## src/rtl/bubble_pkg.sv

```systemverilog
// Shared types and widths for the bubble launch path (spawner and mover array).
package bubble_pkg;

  localparam int unsigned SIZE_W  = 3;
  localparam int unsigned COORD_W = 11;

  localparam logic DIR_LEFT  = 1'b0;
  localparam logic DIR_RIGHT = 1'b1;

  typedef enum logic [2:0] {
    IDLE,
    LAUNCH_L,
    HOLD_L,
    LAUNCH_R,
    HOLD_R
  } spawn_state_t;

endpackage

```

## src/rtl/slot_alloc.sv

```systemverilog
// Picks the lowest-index mover that is neither busy nor recently launched.
module slot_alloc #(
  parameter int unsigned N_SLOTS = 8
) (
  input  logic [N_SLOTS-1:0] slot_busy_i,
  input  logic [N_SLOTS-1:0] reserved_i,
  output logic [N_SLOTS-1:0] grant_o,
  output logic               found_o
);

  logic [N_SLOTS-1:0] free;

  assign free = ~(slot_busy_i | reserved_i);

  always_comb begin
    grant_o = '0;
    found_o = 1'b0;
    for (int unsigned k = 0; k < N_SLOTS; k++) begin
      if (!found_o && free[k]) begin
        grant_o[k] = 1'b1;
        found_o    = 1'b1;
      end
    end
  end

endmodule

```

## src/rtl/bubble_spawner.sv

```systemverilog
// Launches the initial bubble and the left/right children of each split
// into free mover slots over the shared start/direction/position/size bus.
module bubble_spawner
  import bubble_pkg::*;
#(
  parameter int unsigned N_SLOTS  = 8,
  parameter int unsigned MAX_SIZE = 3,
  parameter int unsigned LEVEL_X  = 300,
  parameter int unsigned LEVEL_Y  = 100
) (
  input  logic               clk,
  input  logic               resetN,
  input  logic               level_start,
  input  logic               hit_valid,
  output logic               hit_ready,
  input  logic [SIZE_W-1:0]  hit_size,
  input  logic [COORD_W-1:0] hit_topX,
  input  logic [COORD_W-1:0] hit_topY,
  input  logic [N_SLOTS-1:0] slot_busy,
  output logic [N_SLOTS-1:0] start,
  output logic               direction,
  output logic [COORD_W-1:0] startTopX,
  output logic [COORD_W-1:0] startTopY,
  output logic [SIZE_W-1:0]  size_out,
  output logic               drop,
  output logic               level_clear
);

  spawn_state_t       state_q, state_d;
  logic [N_SLOTS-1:0] start_q, start_d, start_prev_q;
  logic               dir_q, dir_d;
  logic [COORD_W-1:0] x_q, x_d, y_q, y_d;
  logic [SIZE_W-1:0]  size_q, size_d;
  logic               drop_q, drop_d;
  logic               level_clear_q, level_clear_d;
  logic               hit_ready_q;

  logic [N_SLOTS-1:0] reserved;
  logic [N_SLOTS-1:0] grant;
  logic               found;
  logic               accept;

  // A slot stays reserved for the launch cycle and the one after, covering the
  // mover's one-cycle lag before it reports busy.
  assign reserved = start_q | start_prev_q;

  slot_alloc #(.N_SLOTS(N_SLOTS)) u_alloc (
    .slot_busy_i (slot_busy),
    .reserved_i  (reserved),
    .grant_o     (grant),
    .found_o     (found)
  );

  // level_start wins over a hit in the same cycle, so ready is masked by it.
  assign hit_ready = hit_ready_q & ~level_start;
  assign accept    = hit_valid & hit_ready;

  always_comb begin
    state_d       = state_q;
    start_d       = '0;
    drop_d        = 1'b0;
    dir_d         = dir_q;
    x_d           = x_q;
    y_d           = y_q;
    size_d        = size_q;
    level_clear_d = (state_q == IDLE) && ((slot_busy | reserved) == '0);

    case (state_q)
      IDLE: begin
        if (level_start) begin
          x_d     = COORD_W'(LEVEL_X);
          y_d     = COORD_W'(LEVEL_Y);
          size_d  = SIZE_W'(MAX_SIZE);
          state_d = LAUNCH_R;
        end else if (accept && (hit_size != '0)) begin
          x_d     = hit_topX;
          y_d     = hit_topY;
          size_d  = hit_size - SIZE_W'(1);
          state_d = LAUNCH_L;
        end
      end
      LAUNCH_L: begin
        dir_d   = DIR_LEFT;
        start_d = grant;
        drop_d  = ~found;
        state_d = HOLD_L;
      end
      HOLD_L: state_d = LAUNCH_R;
      LAUNCH_R: begin
        dir_d   = DIR_RIGHT;
        start_d = grant;
        drop_d  = ~found;
        state_d = HOLD_R;
      end
      HOLD_R: state_d = IDLE;
      default: state_d = IDLE;
    endcase
  end

  always_ff @(posedge clk) begin
    if (!resetN) begin
      state_q       <= IDLE;
      start_q       <= '0;
      start_prev_q  <= '0;
      dir_q         <= 1'b0;
      x_q           <= '0;
      y_q           <= '0;
      size_q        <= '0;
      drop_q        <= 1'b0;
      level_clear_q <= 1'b0;
      hit_ready_q   <= 1'b1;
    end else begin
      state_q       <= state_d;
      start_q       <= start_d;
      start_prev_q  <= start_q;
      dir_q         <= dir_d;
      x_q           <= x_d;
      y_q           <= y_d;
      size_q        <= size_d;
      drop_q        <= drop_d;
      level_clear_q <= level_clear_d;
      hit_ready_q   <= (state_d == IDLE);
    end
  end

  assign start       = start_q;
  assign direction   = dir_q;
  assign startTopX   = x_q;
  assign startTopY   = y_q;
  assign size_out    = size_q;
  assign drop        = drop_q;
  assign level_clear = level_clear_q;

endmodule

```

## config.mk

```make
export PLATFORM = sky130hd
export DESIGN_NAME = bubble_spawner
export DESIGN_NICKNAME = d
export VERILOG_FILES = /design/src/rtl/bubble_pkg.sv /design/src/rtl/slot_alloc.sv /design/src/rtl/bubble_spawner.sv
export SDC_FILE = /design/constraint.sdc
export NUM_CORES = 1
export LEC_CHECK = 0
export CAP_MARGIN = 10
export CORE_ASPECT_RATIO = 0.75
export CORE_MARGIN = 10
export CORE_UTILIZATION = 40
export DETAILED_ROUTE_END_ITERATION = 8
export GPL_TIMING_DRIVEN = 0
export MAX_ROUTING_LAYER = met4
export PLACE_DENSITY = 0.87
export SYNTH_ARGS = -nofsm -noshare
export SYNTH_HDL_FRONTEND = slang
export SYNTH_SLANG_ARGS = --single-unit
```

## constraint.sdc

```tcl
create_clock -name clk -period 1.96 [get_ports clk]
set_input_delay 0.392 -clock clk [delete_from_list [all_inputs] [get_ports clk]]
set_output_delay 0.392 -clock clk [all_outputs]
set_load 0.005 [all_outputs]
```

==> results.ini <==
[status]
status=completed

[cells_and_area]
nFillCells=335
stdcell_area_mm2=0.00261
nets=261
seq_area_um2=961
area_growth_pct=58.9
fin_util_pct=65.1
drive_above_1_share_pct=8.07
multi_input_area_um2=623
n_antenna_cell=0

[clocking]
clk_latency_ns=0.29
path_clk_slew_ns=0.08
cts.sinks=48
cts_tree=yes
hold_buffers=0
cts_inserted_buffers=5
cts.path.max_buffers=2
cts_root_buffer=clkbuf_8
htreeDepth=2

[global_route]
busiest_layer=met2
grt_pass1_vias=1460
grt_util_met2_pct=20.8
grt_pass1_wl_mm=7.23
grt_antenna_before_repair=0
met1_usage_pct=16.0
grt_use_total_pct=13.3
grt_max_degree=16
grtUsageMet3_pct=3.74
overflow=0

[routing]
wl_per_cell_um=16.1
vias=1381
antenna_left=0
routed_wl_mm=4.47
drt-pass1-iter-count=4
drcViolationCount=0
avgViaCountPerCell=4.97
drtIter0Drc=33

[yosys]
netlist_area_mm2=0.00164
syn-num-nets=181
syn_inst=142
ys_types=32
ys_seq_elements=48
synth_top_area_share_pct=58.6
avgSynthCellArea_um2=11.5
yosysSeqAreaShare_pct=58.6
synth_top_cell_by_area=dfxtp_1
yosysWarnings=0
synth_area_leaders=dfxtp_1 (59%), a22o_1 (8.5%), o221a_1 (6.2%)

[timing]
hold_viol_final=0
fin_crit_sh_pct=96.8
period_minus_slack_ns=1.90
tightest_slew_ns=0.556
skew_ns=0.00613
setup_viol=0
setup_ws_ns=0.0628
rsz0062_at_grt=yes
drv_slew=0
maxSlewHeadroom_pct=62.6
maxClockFrequency_ghz=0.527

[floorplan]
fp.dieW_um=93.9
dieArea_mm2=0.00708
rows=20
start_util_pct=40.9
fp.dieH_um=75.4
ios=74
coreArea_mm2=0.00400

[worst_setup_path]
worstSetupEndpointType=output port
crit_required_ns=1.57
slowest_delay_ns=0.51
crit_chain=clkdlybuf4s50_1 -> nor2b_1 -> clkdlybuf4s50_1
crit_fanout=3
crit_arrival_ns=1.51
critPathSlowestCell=clkdlybuf4s50_1
criticalPathCategory=input pin to output port
start_kind=input pin
cpMostUsedCell=clkdlybuf4s50_1

[placed_design]
place_congestion=0.794
post-place-ws_ns=-0.248
dp_hpwl_mm=3.50
placed_area_mm2=0.00244
port_buffers=73

[pwr]
p_leak_uw=0.000997
total_power_uw=2310
peakVddDrop_mv=0.570
power_density_mw_per_mm2=888

[min_path]
hold_path.class=flop to flop

[job]
drv_cap=0

[per-stage QoR]
| step | hold slack [ns] | instances | setup TNS (ns) |
|---|---|---|---|
| 2_1_floorplan | 0.398 | 142 | 0 |
| 3_3_place_gp | 0.416 | 270 | -3.75 |
| 3_5_place_dp | 0.426 | 270 | -3.81 |
| 4_1_cts | 0.436 | 278 | 0 |
| 5_1_grt | 0.463 | 278 | -0.252 |
| 6_report | 0.434 | 278 | 0 |
[layout make-up]
| cell class | count | share of cell area (%) |
|---|---|---|
| buffer | 8 | 1.83 |
| tap | 55 | 2.64 |
| inverter | 4 | 0.576 |
| clock buffer | 5 | 2.64 |
| timing repair buffer | 73 | 28.0 |
| multi-input combinational | 82 | 23.9 |
| sequential | 48 | 36.9 |
| clock inverter | 3 | 3.46 |
[repair_timing]
action,CTS,global route
setup endpoints to repair,0,11
setup buffers,0,0
gates resized for setup,0,1
[registers in the layout, indices dropped and copies added, names as in the netlist]
| register | cells |
|---|---|
| direction | 1 |
| size_out | 3 |
| startTopY | 11 |
| drop | 1 |
| start | 8 |
| level_clear | 1 |
| startTopX | 11 |
| state_q | 3 |
| hit_ready_q | 1 |
| start_prev_q | 8 |
[where the power goes]
part / leakage (µW) / switching (µW) / internal (µW)
clock: 0.0000784 / 321 / 638
combinational: 0.000528 / 119 / 190
sequential: 0.000391 / 24.7 / 1020
[Yosys cell counts]
cell type,n
ha_1,2
nor2_2,1
nor3_1,10
nor2_1,5
o31ai_1,1
nor4_1,4
nand4_1,2
inv_1,4
o221a_1,9
clkbuf_1,3
xor2_1,1
nor4b_2,1
dfxtp_1,48
nor3b_1,2
buf_2,2
a211oi_1,1
a22o_1,16
nand3b_1,1
nand2b_1,2
and3_1,2
nand3_1,3
or3_1,2
nor3_2,1
a21oi_2,1
buf_6,1
nor2b_1,2
a31o_2,1
mux2i_1,1
or2_0,1
buf_4,2
and2_1,9
and4b_1,1
[layer usage]
metal	up-vias	wire [µm]
met5	-	0
met4	0	44
met3	4	231
met2	37	2120
met1	654	2080
li1	686	-
[cells by family after synthesis]
logic type,Yosys count,share of synthesized area (%)
AO/OA/AOI/OAI,29,16.7
XOR/XNOR,1,0.534
adder cells (fa/ha/maj),2,1.53
buffers and inverters,12,3.82
flip-flops,48,58.6
multiplexers,1,0.611
AND/OR/NAND/NOR,49,18.2
[critical path: cells and delay by family]
family                 cells  cell delay [ns]
buffers and inverters      2             0.98
and+or+nand+nor            1             0.13
[placed cells by master (no fill, tap or decap), types with 2 or more instances in the layout]
| master | synthesis | layout |
|---|---|---|
| dfxtp_1 | 48 | 48 |
| inv_1 | 4 | 4 |
| nand3_1 | 3 | 3 |
| and3_1 | 2 | 2 |
| bufinv_16 | 0 | 3 |
| clkbuf_1 | 3 | 3 |
| clkbuf_8 | 0 | 5 |
| or3_1 | 2 | 2 |
| nor2b_1 | 2 | 2 |
| buf_4 | 2 | 2 |
| and2_1 | 9 | 9 |
| clkdlybuf4s50_1 | 0 | 73 |
| nor4_1 | 4 | 4 |
| ha_1 | 2 | 2 |
| o221a_1 | 9 | 9 |
| a22o_1 | 16 | 16 |
| nor3b_1 | 2 | 2 |
| nand4_1 | 2 | 2 |
| nor3_1 | 10 | 10 |
| buf_2 | 2 | 2 |
| nand2b_1 | 2 | 2 |
| nor2_1 | 5 | 5 |
[worst paths after layout]
| kind | start | to | slack [ns] | cells past startpoint |
|---|---|---|---|---|
| setup reg to reg | state_q[1]$_SDFF_PN0_ | size_out[1]$_SDFFE_PN0P_ | 0.37 | 6 |
| setup / recovery | level_start | hit_ready | 0.06 | 3 |
| hold / removal | start_prev_q[1]$_SDFF_PN0_ | start[1]$_SDFF_PN0_ | 0.43 | 1 |
| hold reg to reg | start_prev_q[1]$_SDFF_PN0_ | start[1]$_SDFF_PN0_ | 0.43 | 1 |
Power figures use the tool's default switching activity.
